<file path="config.mk">
export PLATFORM = sky130hd
export DESIGN_NAME = decodificador_complemento1
export DESIGN_NICKNAME = d
export VERILOG_FILES = /design/src/rtl/micro_uaz_pkg.sv /design/src/rtl/decodificador_complemento1_sumador_serial_bit.sv /design/src/rtl/decodificador_complemento1.sv
export SDC_FILE = /design/constraint.sdc
export NUM_CORES = 1
export LEC_CHECK = 0
export CAP_MARGIN = 25
export CORE_MARGIN = 5
export CORE_UTILIZATION = 52
export CTS_CLUSTER_DIAMETER = 30
export CTS_CLUSTER_SIZE = 14
export DETAILED_ROUTE_END_ITERATION = 8
export PLACE_DENSITY = 0.78
export SLEW_MARGIN = 20
export SYNTH_ARGS = -nofsm -noshare
export SYNTH_HDL_FRONTEND = slang
export SYNTH_SLANG_ARGS = --single-unit
</file>
<file path="constraint.sdc">
create_clock -name clk -period 1.8 [get_ports clk]
set_clock_uncertainty 0.15 [all_clocks]
set_input_delay 0.36 -clock clk [delete_from_list [all_inputs] [get_ports clk]]
set_output_delay 0.36 -clock clk [all_outputs]
set_load 0.02 [all_outputs]
</file>
<file path="src/rtl/micro_uaz_pkg.sv">
// Shared MicroUAZ definitions: FSM state encoding and sizing helpers for
// the serial complement-path blocks.
package micro_uaz_pkg;

    typedef enum logic [1:0] {
        IDLE  = 2'b00,
        SHIFT = 2'b01,
        DONE  = 2'b10
    } state_t;

    localparam int DEFAULT_WIDTH = 8;

    function automatic int cntWidth(input int width);
        return $clog2(width);
    endfunction

endpackage

</file>
<file path="src/rtl/decodificador_complemento1_sumador_serial_bit.sv">
// Registered one-bit half-adder cell: the carry is held in a flop,
// the sum is formed from the incoming bit and the stored carry.
module sumador_serial_bit (
    input  logic clk,
    input  logic rst_n,
    input  logic i_bit,
    input  logic i_carry_load,
    input  logic i_load,
    input  logic i_en,
    output logic o_sum,
    output logic o_carry
);

    logic r_carry;

    always_ff @(posedge clk) begin
        if (!rst_n) begin
            r_carry <= 1'b0;
        end else if (i_load) begin
            r_carry <= i_carry_load;
        end else if (i_en) begin
            r_carry <= i_bit & r_carry;
        end
    end

    assign o_sum   = i_bit ^ r_carry;
    assign o_carry = r_carry;

endmodule

</file>
<file path="src/rtl/decodificador_complemento1.sv">
// Bit-serial one's-complement decoder: LSB-first over WIDTH cycles it yields
// the two's-complement value, magnitude, normalised sign and a -0 flag.
module decodificador_complemento1
    import micro_uaz_pkg::*;
#(
    parameter int WIDTH = DEFAULT_WIDTH
) (
    input  logic             clk,
    input  logic             rst_n,
    input  logic             in_valid,
    output logic             in_ready,
    input  logic [WIDTH-1:0] in_data,
    output logic             out_valid,
    input  logic             out_ready,
    output logic [WIDTH-1:0] twos_out,
    output logic [WIDTH-1:0] mag_out,
    output logic             sign_out,
    output logic             neg_zero_out
);

    localparam int CW = cntWidth(WIDTH);

    state_t           r_state;
    logic [WIDTH-1:0] r_src;
    logic [WIDTH-1:0] r_twos_sh;
    logic [WIDTH-1:0] r_mag_sh;
    logic [WIDTH-1:0] r_twos_out;
    logic [WIDTH-1:0] r_mag_out;
    logic [CW-1:0]    r_cnt;
    logic             r_sign;
    logic             r_negz;
    logic             r_sign_out;
    logic             r_negz_out;
    logic             r_in_ready;
    logic             r_out_valid;

    logic w_bit;
    logic w_load;
    logic w_en;
    logic w_sum;
    logic w_carry;
    logic w_mag_bit;

    assign w_bit     = r_src[0];
    assign w_load    = (r_state == IDLE) && in_valid;
    assign w_en      = (r_state == SHIFT);
    assign w_mag_bit = w_bit ^ r_sign;

    // The carry starts at the sign so negative operands get their +1 added serially.
    sumador_serial_bit u_sumador (
        .clk          (clk),
        .rst_n        (rst_n),
        .i_bit        (w_bit),
        .i_carry_load (in_data[WIDTH-1]),
        .i_load       (w_load),
        .i_en         (w_en),
        .o_sum        (w_sum),
        .o_carry      (w_carry)
    );

    always_ff @(posedge clk) begin
        if (!rst_n) begin
            r_state     <= IDLE;
            r_src       <= '0;
            r_twos_sh   <= '0;
            r_mag_sh    <= '0;
            r_twos_out  <= '0;
            r_mag_out   <= '0;
            r_cnt       <= '0;
            r_sign      <= 1'b0;
            r_negz      <= 1'b0;
            r_sign_out  <= 1'b0;
            r_negz_out  <= 1'b0;
            r_in_ready  <= 1'b1;
            r_out_valid <= 1'b0;
        end else begin
            case (r_state)
                IDLE: begin
                    if (in_valid) begin
                        r_src      <= in_data;
                        r_sign     <= in_data[WIDTH-1];
                        r_negz     <= (in_data == {WIDTH{1'b1}});
                        r_cnt      <= CW'(WIDTH - 1);
                        r_in_ready <= 1'b0;
                        r_state    <= SHIFT;
                    end
                end
                SHIFT: begin
                    r_twos_sh <= {w_sum, r_twos_sh[WIDTH-1:1]};
                    r_mag_sh  <= {w_mag_bit, r_mag_sh[WIDTH-1:1]};
                    r_src     <= {1'b0, r_src[WIDTH-1:1]};
                    if (r_cnt == '0) begin
                        r_twos_out  <= {w_sum, r_twos_sh[WIDTH-1:1]};
                        r_mag_out   <= {w_mag_bit, r_mag_sh[WIDTH-1:1]};
                        // A carry out of the last bit only happens for -0, whose sign is cleared.
                        r_sign_out  <= r_sign & ~(w_bit & w_carry);
                        r_negz_out  <= r_negz;
                        r_out_valid <= 1'b1;
                        r_state     <= DONE;
                    end else begin
                        r_cnt <= r_cnt - CW'(1);
                    end
                end
                DONE: begin
                    if (out_ready) begin
                        r_out_valid <= 1'b0;
                        r_in_ready  <= 1'b1;
                        r_state     <= IDLE;
                    end
                end
                default: begin
                    r_out_valid <= 1'b0;
                    r_in_ready  <= 1'b1;
                    r_state     <= IDLE;
                end
            endcase
        end
    end

    assign in_ready     = r_in_ready;
    assign out_valid    = r_out_valid;
    assign twos_out     = r_twos_out;
    assign mag_out      = r_mag_out;
    assign sign_out     = r_sign_out;
    assign neg_zero_out = r_negz_out;

endmodule

</file>
# Yosys cells after proc, flatten, opt, wreduce, memory -nomap -nowiden
# Cells that the tools add are included.
# op_classes
addsub	1
div_mod_pow	0
shifts	0
n_mul	0
n_mux	17
magnitude_cmp	0
eq_ne	7
bitwise_logic	7
n_reduce_logical	12
# op_table
op	n
8-bit one-hot mux with 2 select lines	1
3-bit AND reduction	4
8-bit equality test, second input constant	1
8-bit 2-to-1 mux	1
2-bit != test, second input constant	4
1-bit 2-to-1 mux	6
2-bit 2-to-1 mux	3
3-bit 2-to-1 mux	2
1-bit one-hot mux with 3 select lines	2
2-bit one-hot mux with 3 select lines	1
3-bit one-hot mux with 2 select lines	1
2-bit AND reduction	3
2-bit nonzero test	2
3-bit logical NOT	1
1-bit inverter	3
3-bit by 1-bit subtractor with 3-bit output, second input constant	1
1-bit AND	2
2-bit by 1-bit equality test with 1-bit output, second input constant	1
2-bit equality test, second input constant	1
2-bit logical NOT	1
1-bit XOR	2
1-bit logical AND	1
# totals
mem_bits_ro	0
register_bits	52
n_memories	0
wordCells	58
latch_bits	0
mem_bits_rw	0

# Logic depth before layout (Yosys ltp)
# Gate-level depths: netlist of the first run.
# depth
depth_word	3
ltp_mapped	8

# Modules after synthesis
# From an unflattened synthesis of the first run, not the netlist that was laid out.
# unflattened
hier_cells	226
hier_area_um2	1995.7
# modules_own_cells
module	n_inst	seq_area_each_um2	area_per_inst_um2	cells_per_inst
decodificador_complemento1	1	980.9	1935.6	221
sumador_serial_bit	1	20.0	60.1	5

# Least setup slack after synthesis of the first run
# OpenSTA, ideal clock, no wires.
# synth_timing
kind	register to register
from	register r_cnt[0]
to	register r_mag_out[7], in the netlist mag_out[7]
period_less_slack_ns	1.655
setup_slack_ns	0.145
t_required_ns	1.564
path_stages_with_launch	8
arrival_ns	1.419
cell_sequence	dfxtp_1 > inv_1 > ha_1 > ha_1 > and3b_1 > buf_4 > buf_2 > a211oi_1
# synth_between
elab_chain_len	2
# synth_lines
element	line	rtl
start, declared	decodificador_complemento1.sv:29	logic [CW-1:0] r_cnt;
start signal, assigned	decodificador_complemento1.sv:83	r_cnt <= CW'(WIDTH - 1);
start signal, assigned	decodificador_complemento1.sv:101	r_cnt <= r_cnt - CW'(1);
3-bit logical NOT	decodificador_complemento1.sv:92	if (r_cnt == '0) begin
2-bit AND reduction (no line)	-	
end signal, assigned	decodificador_complemento1.sv:94	r_mag_out <= {w_mag_bit, r_mag_sh[WIDTH-1:1]};
end, declared	decodificador_complemento1.sv:28	logic [WIDTH-1:0] r_mag_out;
# No other way between the ends.
# A chain may end at the register's enable or synchronous reset.

# Worst setup path after layout of the first run
# layout_timing
from	register r_mag_out[4], in the netlist mag_out[4]
to	output mag_out[4]
# layout_lines
element	line	rtl
end, declared	decodificador_complemento1.sv:16	output logic [WIDTH-1:0] mag_out,
# No word-level cell between the ends.

==> results.toml, run 1 <==
[yosys]
synthFlopType = "dfxtp_1"
yosys_warnings = 0
netlist.area_leader.share_pct = 51.7
ys_seq_elements = 50
synth_cell_types = 30
avgSynthCellArea_um2 = 8.20
async_reset_ff_share_pct = 0
synth_edf_count = 0
synthesis.nets = 251
yosysTopAreaCell = "dfxtp_1"
syn_inst = 236
synth-seq-area-share_pct = 51.7
ys_top_cells_by_area = "dfxtp_1, nand2_1, a21oi_1, buf_2, o21ai_0"
syn_area_um2 = 1940

[worst_setup_path]
worstPathRequired_ns = 1.29
cp-end-kind = "output port"
path_cells = "clkdlybuf4s50_1"
crit_fanout = 2
worstReg2RegStart = "r_cnt[0]$_SDFFE_PN0P_"
timing.rr.end = "mag_out[7]$_SDFFE_PN0P_"
crit_type = "register to output port"
reg2reg_slack_ns = 0.13
crit_path_start_kind = "register"
cp_top_family = "buffers and inverters"
cp_slowest_cell = "clkdlybuf4s50_1"
path_buf_inv = 1
max_stage_delay_ns = 0.60
reg2regPathDepth = 6
worstPathArrival_ns = 1.25

[global_routing]
grt_antenna_before_repair = 0
grtUsageTotal_pct = 16.0
grt_max_degree = 29
grt_overflow = 0
grt_pass1_vias = 1461
grt_first_pass_wirelength_mm = 6.61

[finish]
post-route-util_pct = 68.2
antenna-diode-count = 0
fin_area_um2 = 2480
num-fill-cells = 305
multi_input_area_um2 = 833
regArea_um2 = 1000
final_cell_mix = "nand2_1, a21oi_1, dfxtp_1"
final_common_cell = "nand2_1"
finalNonFillerCells = 319
final_layout_size_suffix_gt1_share_pct = 9.59
nets = 285
area_delta_synth_final_pct = 28.0

[routing]
wirelength_mm = 4.00
vias = 1661
drtIter0Drc = 90
wl_per_cell_um = 12.5
viasPerCell = 5.21
ant_nets = 0
drtPass1Iterations = 4
remaining_drc_errors = 0

[clocking]
cts_num_sinks = 50
cts_root_buf = "clkbuf_8"
htreeDepth = 2
worst_skew_pair.late_latency_ns = 0.30
clkTransAtPathRegs_ns = 0.10
cts_tree = "built"
cts_buffer_depth = 2
cts_buffers = 5

[placement]
globalplace.congestion = 0.807
port_buffers = 31
dp_cells = 310
placed_cell_area_um2 = 2340
post-dp-hpwl_mm = 2.79
pre_cts_ws_ns = -0.0235

[hold_path]
hold_path.startpoint = "mag_out[6]$_SDFFE_PN0P_"
holdCritPathClass = "register to register"
min_path_cells = 2
hold_end = "mag_out[6]$_SDFFE_PN0P_"

[floorplanning]
row_count = 22
dieHeight_um = 71.0
die_w_um = 71.0
io_pins = 32
start_util_pct = 53.3
die_area_um2 = 5040
core_area_um2 = 3630

[sta]
clock.fmax_mhz = 568
period_share_pct = 97.8
timing.final.max_slew_violations = 0
hold_viol_final = 0
setup_violations = 0
setup_slack_ns = 0.0390
finalCriticalPeriod_ns = 1.76
tightest_slew_ns = 0.334
relSlewSlack_pct = 77.7

[power]
total_power_mw = 2.26
cellPowerDensity_nw_per_um2 = 910
ir_drop_mv = 0.578
p_leak_nw = 1.09

[status]
status = "complete, no violations"

[flow_run]
cap_violations = 0
worst register-to-register path, stage by stage (launching register included):
cell and delay, ns:
dfxtp_1 0.38, inv_1 0.06, ha_1 0.19, ha_1 0.25, and3b_1 0.22, buf_12 0.15
a211oi_1 0.18
worst max-delay path by stage:
| stage | start | to | slack (ns) | depth (start not counted) |
|---|---|---|---|---|
| after floorplan | r_cnt[0]$_SDFFE_PN0P_ | mag_out[7]$_SDFFE_PN0P_ | 0.15 | 7 |
| after global placement | in_valid | r_negz$_SDFFE_PN0P_ | 0.006 | 3 |
| after detailed placement | in_valid | r_negz$_SDFFE_PN0P_ | -0.02 | 3 |
| after CTS | mag_out[7]$_SDFFE_PN0P_ | mag_out[7] | 0.002 | 1 |
| after global routing | r_cnt[0]$_SDFFE_PN0P_ | mag_out[4]$_SDFFE_PN0P_ | -0.0001 | 7 |
| final | mag_out[4]$_SDFFE_PN0P_ | mag_out[4] | 0.04 | 1 |
synth_stat cells (2+ instances only):
master,instances
nand2_1,71
a21oi_1,51
dfxtp_1,50
buf_2,9
o21ai_0,8
clkbuf_1,5
inv_1,5
nor2_1,5
a211oi_1,3
ha_1,3
a311oi_1,2
a31oi_1,2
nand2b_1,2
nand3_1,2
nand3b_1,2
nand4_1,2
flip-flops by register name, summed over array words and instances, names as in the netlist:
| name | cells |
|---|---|
| mag_out | 8 |
| r_src | 8 |
| twos_out | 8 |
| r_mag_sh | 7 |
| r_twos_sh | 7 |
| r_cnt | 3 |
| r_state | 2 |
| in_ready | 1 |
| neg_zero_out | 1 |
| out_valid | 1 |
| r_negz | 1 |
| r_sign | 1 |
| sign_out | 1 |
| u_sumador.o_carry | 1 |
routing by layer:
metal	vias up	wire, um	GRT usage, %
li1	868	-	-
met1	749	1870	20.9
met2	37	1880	26.3
met3	7	182	3.55
met4	0	67	5.43
met5	-	0	0
where the power goes:
group | leakage, nW | switching (mW) | internal (mW)
sequential | 0.407 | 0.0419 | 1.16
combinational | 0.632 | 0.203 | 0.162
clock | 0.0506 | 0.394 | 0.291
total | 1.09 | 0.640 | 1.62
stage by stage:
step | hold slack [ns] | setup TNS, ns
2_1_floorplan | 0.282 | 0
3_3_place_gp | 0.291 | 0
3_5_place_dp | 0.296 | -0.0380
4_1_cts | 0.310 | 0
5_1_grt | 0.326 | -0.0000970
6_report | 0.306 | 0
what timing repair did:
item	4_1_cts	5_1_grt
hold buffers	0	0
setup endpoints to repair	1	27
buffers inserted	0	1
resized for setup	1	12
logic make-up (layout without fill, tap and decap cells):
logic type	count (synthesis)	in the layout	share of synthesized area [%]
compound gates	70	70	20.4
xor+xnor	1	1	0.453
fa+ha+maj	3	3	1.94
buf+inv	21	56	5.24
flops	50	50	51.7
simple gates	91	91	20.2
final cells by class:
class | instances | area share, %
inverter | 5 | 0.758
sequential | 50 | 40.4
timing repair buffer | 43 | 18.8
tap | 48 | 2.42
clock inverter | 3 | 1.16
multi-input combinational | 165 | 33.6
clock buffer | 5 | 2.78
No activity file was read; power rests on OpenSTA's default activity.
==> inputs of run 2 (changes only) <==
--- a/config.mk
+++ b/config.mk
@@ -15,4 +15,5 @@
 export SLEW_MARGIN = 20
 export SYNTH_ARGS = -nofsm -noshare
 export SYNTH_HDL_FRONTEND = slang
+export SYNTH_HIERARCHICAL = 1
 export SYNTH_SLANG_ARGS = --single-unit
==> run 2 against run 1 <==
Compared with the run above:
- combinational power grew 8.2%
- routed wire length shrank 4.8%
- via count shrank 4.9%
- critical path depth is the same
- sequential share of layout area shrank 0.23 points
- core utilization shrank 0.54 points
- critical endpoint is now neg_zero_out
- non-clock buffer count is the same
- power shrank 0.99%
- worst hold slack gained 0.00067 ns
==> results.toml, run 2 <==
[status]
status = "complete, no violations"

[clocking]
cts_buffers = 5
htreeDepth = 2
clkTransAtPathRegs_ns = 0.09
cts_num_sinks = 50
cts_root_buf = "clkbuf_8"
cts_tree = "built"
cts_buffer_depth = 2
worst_skew_pair.late_latency_ns = 0.30

[worst_setup_path]
crit_path_start_kind = "register"
cp-end-kind = "output port"
max_stage_delay_ns = 0.61
path_buf_inv = 1
cp_top_family = "buffers and inverters"
path_cells = "clkdlybuf4s50_1"
crit_fanout = 2
cp_slowest_cell = "clkdlybuf4s50_1"
worstPathRequired_ns = 1.29
crit_type = "register to output port"
worstPathArrival_ns = 1.24

[routing]
ant_nets = 0
viasPerCell = 5.08
remaining_drc_errors = 0
vias = 1580
drtPass1Iterations = 6
wirelength_mm = 3.81
drtIter0Drc = 86
wl_per_cell_um = 12.2

[yosys]
syn_area_um2 = 2000
synthesis.nets = 241
syn_inst = 226
synth-seq-area-share_pct = 50.2
yosys_warnings = 6
avgSynthCellArea_um2 = 8.83
async_reset_ff_share_pct = 0
netlist.area_leader.share_pct = 50.2
yosysTopAreaCell = "dfxtp_1"
synthTopCellsByCount = "nand2_1, dfxtp_1, a21oi_1"
synth_edf_count = 0
ys_top_cells_by_area = "dfxtp_1, nand2_1, a21oi_1, mux2i_1, a211oi_1"
ys_seq_elements = 50
synthFlopType = "dfxtp_1"
yosysMostFrequentCell = "nand2_1"
synth_cell_types = 31

[power]
cellPowerDensity_nw_per_um2 = 895
p_leak_nw = 1.13
total_power_mw = 2.23
ir_drop_mv = 0.606

[finish]
area_delta_synth_final_pct = 25.0
fin_area_um2 = 2490
final_layout_size_suffix_gt1_share_pct = 11.8
nets = 277
finalNonFillerCells = 311
final_common_cell = "nand2_1"
final_cell_mix = "nand2_1, dfxtp_1, a21oi_1"
antenna-diode-count = 0

[sta]
relSlewSlack_pct = 74.6
period_share_pct = 97.5
hold_viol_final = 0
tightest_slew_ns = 0.381
setup_violations = 0
clock.fmax_mhz = 570
timing.final.max_slew_violations = 0
hold_slack_ns = 0.306
finalCriticalPeriod_ns = 1.75
fin_setup_tns_ns = 0
rsz0062_at_grt = "false"

[floorplanning]
row_count = 22
die_area_um2 = 5180
core_area_um2 = 3690
dieHeight_um = 72.0
start_util_pct = 54.1
die_w_um = 72.0
io_pins = 32

[global_routing]
grt_first_pass_wirelength_mm = 6.42
grtUsageTotal_pct = 15.9
grt_overflow = 0
grt_pass1_vias = 1459
grt_max_degree = 21
grt_antenna_before_repair = 0

[placement]
post-dp-hpwl_mm = 2.69
dp_cells = 302
port_buffers = 31
placed_cell_area_um2 = 2360
globalplace.congestion = 0.752

[hold_path]
holdCritPathClass = "register to register"

[flow_run]
cap_violations = 0
run 2: cell types whose count changed after synthesis, sizes merged, moves of 6 or more:
cell / change
a211oi: +10
o21ai: -6
nand2: -9
a21oi: -16
mux2i: +7
nor2: +7
run 2: through the flow:
step	setup slack, ns	utilization, %
floorplan	0.219	-
finish	0.0454	67.6
global placement	-0.00371	63.9
detailed placement	-0.0384	63.9
CTS	0.0109	66.3
global route	0.0000168	67.6
run 2: cells by family after synthesis:
group | synth area share [%]
buffers and inverters | 5.45
multiplexers | 4.08
flip-flops | 50.2
XOR/XNOR | 0.439
adder cells (fa/ha/maj) | 1.88
AND/OR/NAND/NOR | 20.8
AO/OA/AOI/OAI | 17.2
run 2: area by class of cell:
| type | instances | area (um2) |
|---|---|---|
| clock buffers | 6 | 72.6 |
| clock inverters | 2 | 13.8 |
| fillers | 313 | 1190 |
| inverters | 5 | 18.8 |
| multi-input cells | 157 | 896 |
| flip-flops and latches | 50 | 1000 |
| well taps | 48 | 60.1 |
| repair buffers | 43 | 432 |
run 2: final timing paths:
check,slack (ns),endpoint,from,depth (start not counted)
setup / recovery,0.05,neg_zero_out,neg_zero_out$_SDFFE_PN0P_,1
hold / removal,0.31,mag_out[4]$_SDFFE_PN0P_,mag_out[4]$_SDFFE_PN0P_,2
setup reg to reg,0.11,r_cnt[2]$_SDFFE_PN0P_,r_cnt[0]$_SDFFE_PN0P_,7
hold reg to reg,0.31,mag_out[4]$_SDFFE_PN0P_,mag_out[4]$_SDFFE_PN0P_,2
run 2: routing by layer:
metal | routed length (um) | global-route usage (%) | vias to the layer above
met5 | 0 | 0 | -
met1 | 1710 | 18.4 | 709
met4 | 94 | 7.52 | 0
met2 | 1780 | 26.3 | 31
li1 | - | - | 832
met3 | 215 | 5.54 | 8
run 2: power by group:
part	internal [mW]	switching, mW	total [mW]
Combinational	0.178	0.217	0.395
Clock	0.275	0.363	0.638
Sequential	1.17	0.0351	1.20
run 2: what timing repair did:
item / CTS / global route
buffers inserted: 0 / 1
hold buffers: 0 / 0
pin swaps: 0 / 4
gates resized for setup: 2 / 15
setup endpoints to repair: 15 / 30
==> inputs of run 3 (changes only) <==
--- a/config.mk
+++ b/config.mk
@@ -6,7 +6,6 @@
 export NUM_CORES = 1
 export LEC_CHECK = 0
 export CAP_MARGIN = 25
-export CORE_MARGIN = 5
 export CORE_UTILIZATION = 52
 export CTS_CLUSTER_DIAMETER = 30
 export CTS_CLUSTER_SIZE = 14
==> run 3 against run 2 <==
Compared with the run above:
- critical path depth did not move
- highest routed layer unchanged
- sequential share of layout area fell by 0.31 points
- largest cell class unchanged
- clock-buffer cell count fell by 1
==> results.toml, run 3 (synthesis gave the netlist of run 2 again) <==
[status]
status = "complete, no violations"

[power]
comb_power_share_pct = 16.8
sequentialPowerShare_pct = 50.1
cellPowerDensity_nw_per_um2 = 958
switching_share_pct = 26.4
p_clk_share_pct = 33.0
internal_power_mw = 1.77
p_leak_nw = 0.972
ir_drop_mv = 0.753
switching_power_mw = 0.635

[finish]
final_common_cell = "nand2_1"
nets = 275
antenna-diode-count = 0
finalNonFillerCells = 309
num-fill-cells = 305
area_delta_synth_final_pct = 25.8
fin_area_um2 = 2510
final_cell_mix = "nand2_1, dfxtp_1, a21oi_1"
final_layout_size_suffix_gt1_share_pct = 11.5
multi_input_area_um2 = 908
regArea_um2 = 1000

[floorplanning]
dieHeight_um = 64.0
row_count = 22
die_area_um2 = 4090
die_w_um = 64.0
start_util_pct = 54.5
io_pins = 32
core_area_um2 = 3660

[hold_path]
holdCritPathClass = "register to register"

[clocking]
cts_resized = 1
clkTransAtPathRegs_ns = 0.09
htreeDepth = 2
cts_num_sinks = 50
worst_skew_pair.late_latency_ns = 0.30
cts_buffer_depth = 2
cts_buffers = 5
cts_root_buf = "clkbuf_8"
postCtsHoldBufs = 0
cts_tree = "built"
cts_setup_buffers = 0

[placement]
dp_cells = 301
placed_cell_area_um2 = 2360
globalplace.congestion = 0.766
pre_cts_ws_ns = 0.0268
port_buffers = 31
post-dp-hpwl_mm = 2.53

[routing]
wl_per_cell_um = 11.7
ant_nets = 0
vias = 1612
drtIter0Drc = 79
wirelength_mm = 3.62
drtPass1Iterations = 4
remaining_drc_errors = 0
viasPerCell = 5.22

[global_routing]
grt_max_degree = 25
grt_pass1_vias = 1444
grt_overflow = 0
grtUsageTotal_pct = 19.7
grt_antenna_before_repair = 0
grt_first_pass_wirelength_mm = 6.33

[worst_setup_path]
worstPathArrival_ns = 1.24
path_buf_inv = 1
worstPathRequired_ns = 1.29
cp_top_family = "buffers and inverters"
cp-end-kind = "output port"
crit_path_start_kind = "register"
reg2reg_slack_ns = 0.10
cp_slowest_cell = "clkdlybuf4s50_1"
path_cells = "clkdlybuf4s50_1"
max_stage_delay_ns = 0.61
crit_type = "register to output port"
crit_fanout = 2

[sta]
hold_slack_ns = 0.305
setup_slack_ns = 0.0516
rsz0062_at_grt = "false"
hold_viol_final = 0
setup_violations = 0
period_share_pct = 97.1
finalCriticalPeriod_ns = 1.75
timing.final.max_slew_violations = 0
tightest_slew_ns = 0.332
clock.fmax_mhz = 572
relSlewSlack_pct = 77.9
fin_setup_tns_ns = 0

[flow_run]
cap_violations = 0
## run 3: cell types whose count changed in the layout (fill, tap and decap cells not counted), sizes merged
cell / change
buf: -2
bufinv: +1
clkbuf: -1
clkdlybuf4s50: +9
clkinv: -1
dlymetal6s2s: -9
inv: +1
## run 3: final timing paths
check / start / to / cells after the start
min: mag_out[3]$_SDFFE_PN0P_ / mag_out[3]$_SDFFE_PN0P_ / 2
min reg2reg: mag_out[3]$_SDFFE_PN0P_ / mag_out[3]$_SDFFE_PN0P_ / 2
max: neg_zero_out$_SDFFE_PN0P_ / neg_zero_out / 1
max reg2reg: r_cnt[0]$_SDFFE_PN0P_ / r_state[1]$_SDFFE_PN0P_ / 7
## run 3: layout make-up
cell class / instances / share of cell area (%)
sequential: 50 / 39.9
multi-input combinational: 157 / 36.2
timing repair buffer: 41 / 16.2
clock buffer: 5 / 2.74
tap: 48 / 2.39
clock inverter: 3 / 1.89
inverter: 5 / 0.747
## run 3: power groups by stage
stage                     registers, mW  clock network (mW)  logic [mW]
after floorplan                    1.23                   0       0.273
after global placement             1.23                   0       0.378
after detailed placement           1.23                   0       0.385
after CTS                          1.21               0.810       0.387
after global routing               1.21               0.859       0.446
final                              1.21               0.794       0.405
## run 3: per-layer routing
layer,vias up,share of wire (%),global-route usage [%]
met5,-,0,0
met4,0,0.91,6.25
li1,828,-,-
met3,4,3.7,5.00
met1,744,47,24.4
met2,36,48,33.4
## run 3: through the flow
step | power (mW) | utilization (%)
finish | 2.41 | 68.6
floorplan | 1.51 | -
CTS | 2.40 | 67.7
detailed placement | 1.62 | 64.6
global route | 2.52 | 68.6
global placement | 1.61 | 64.6
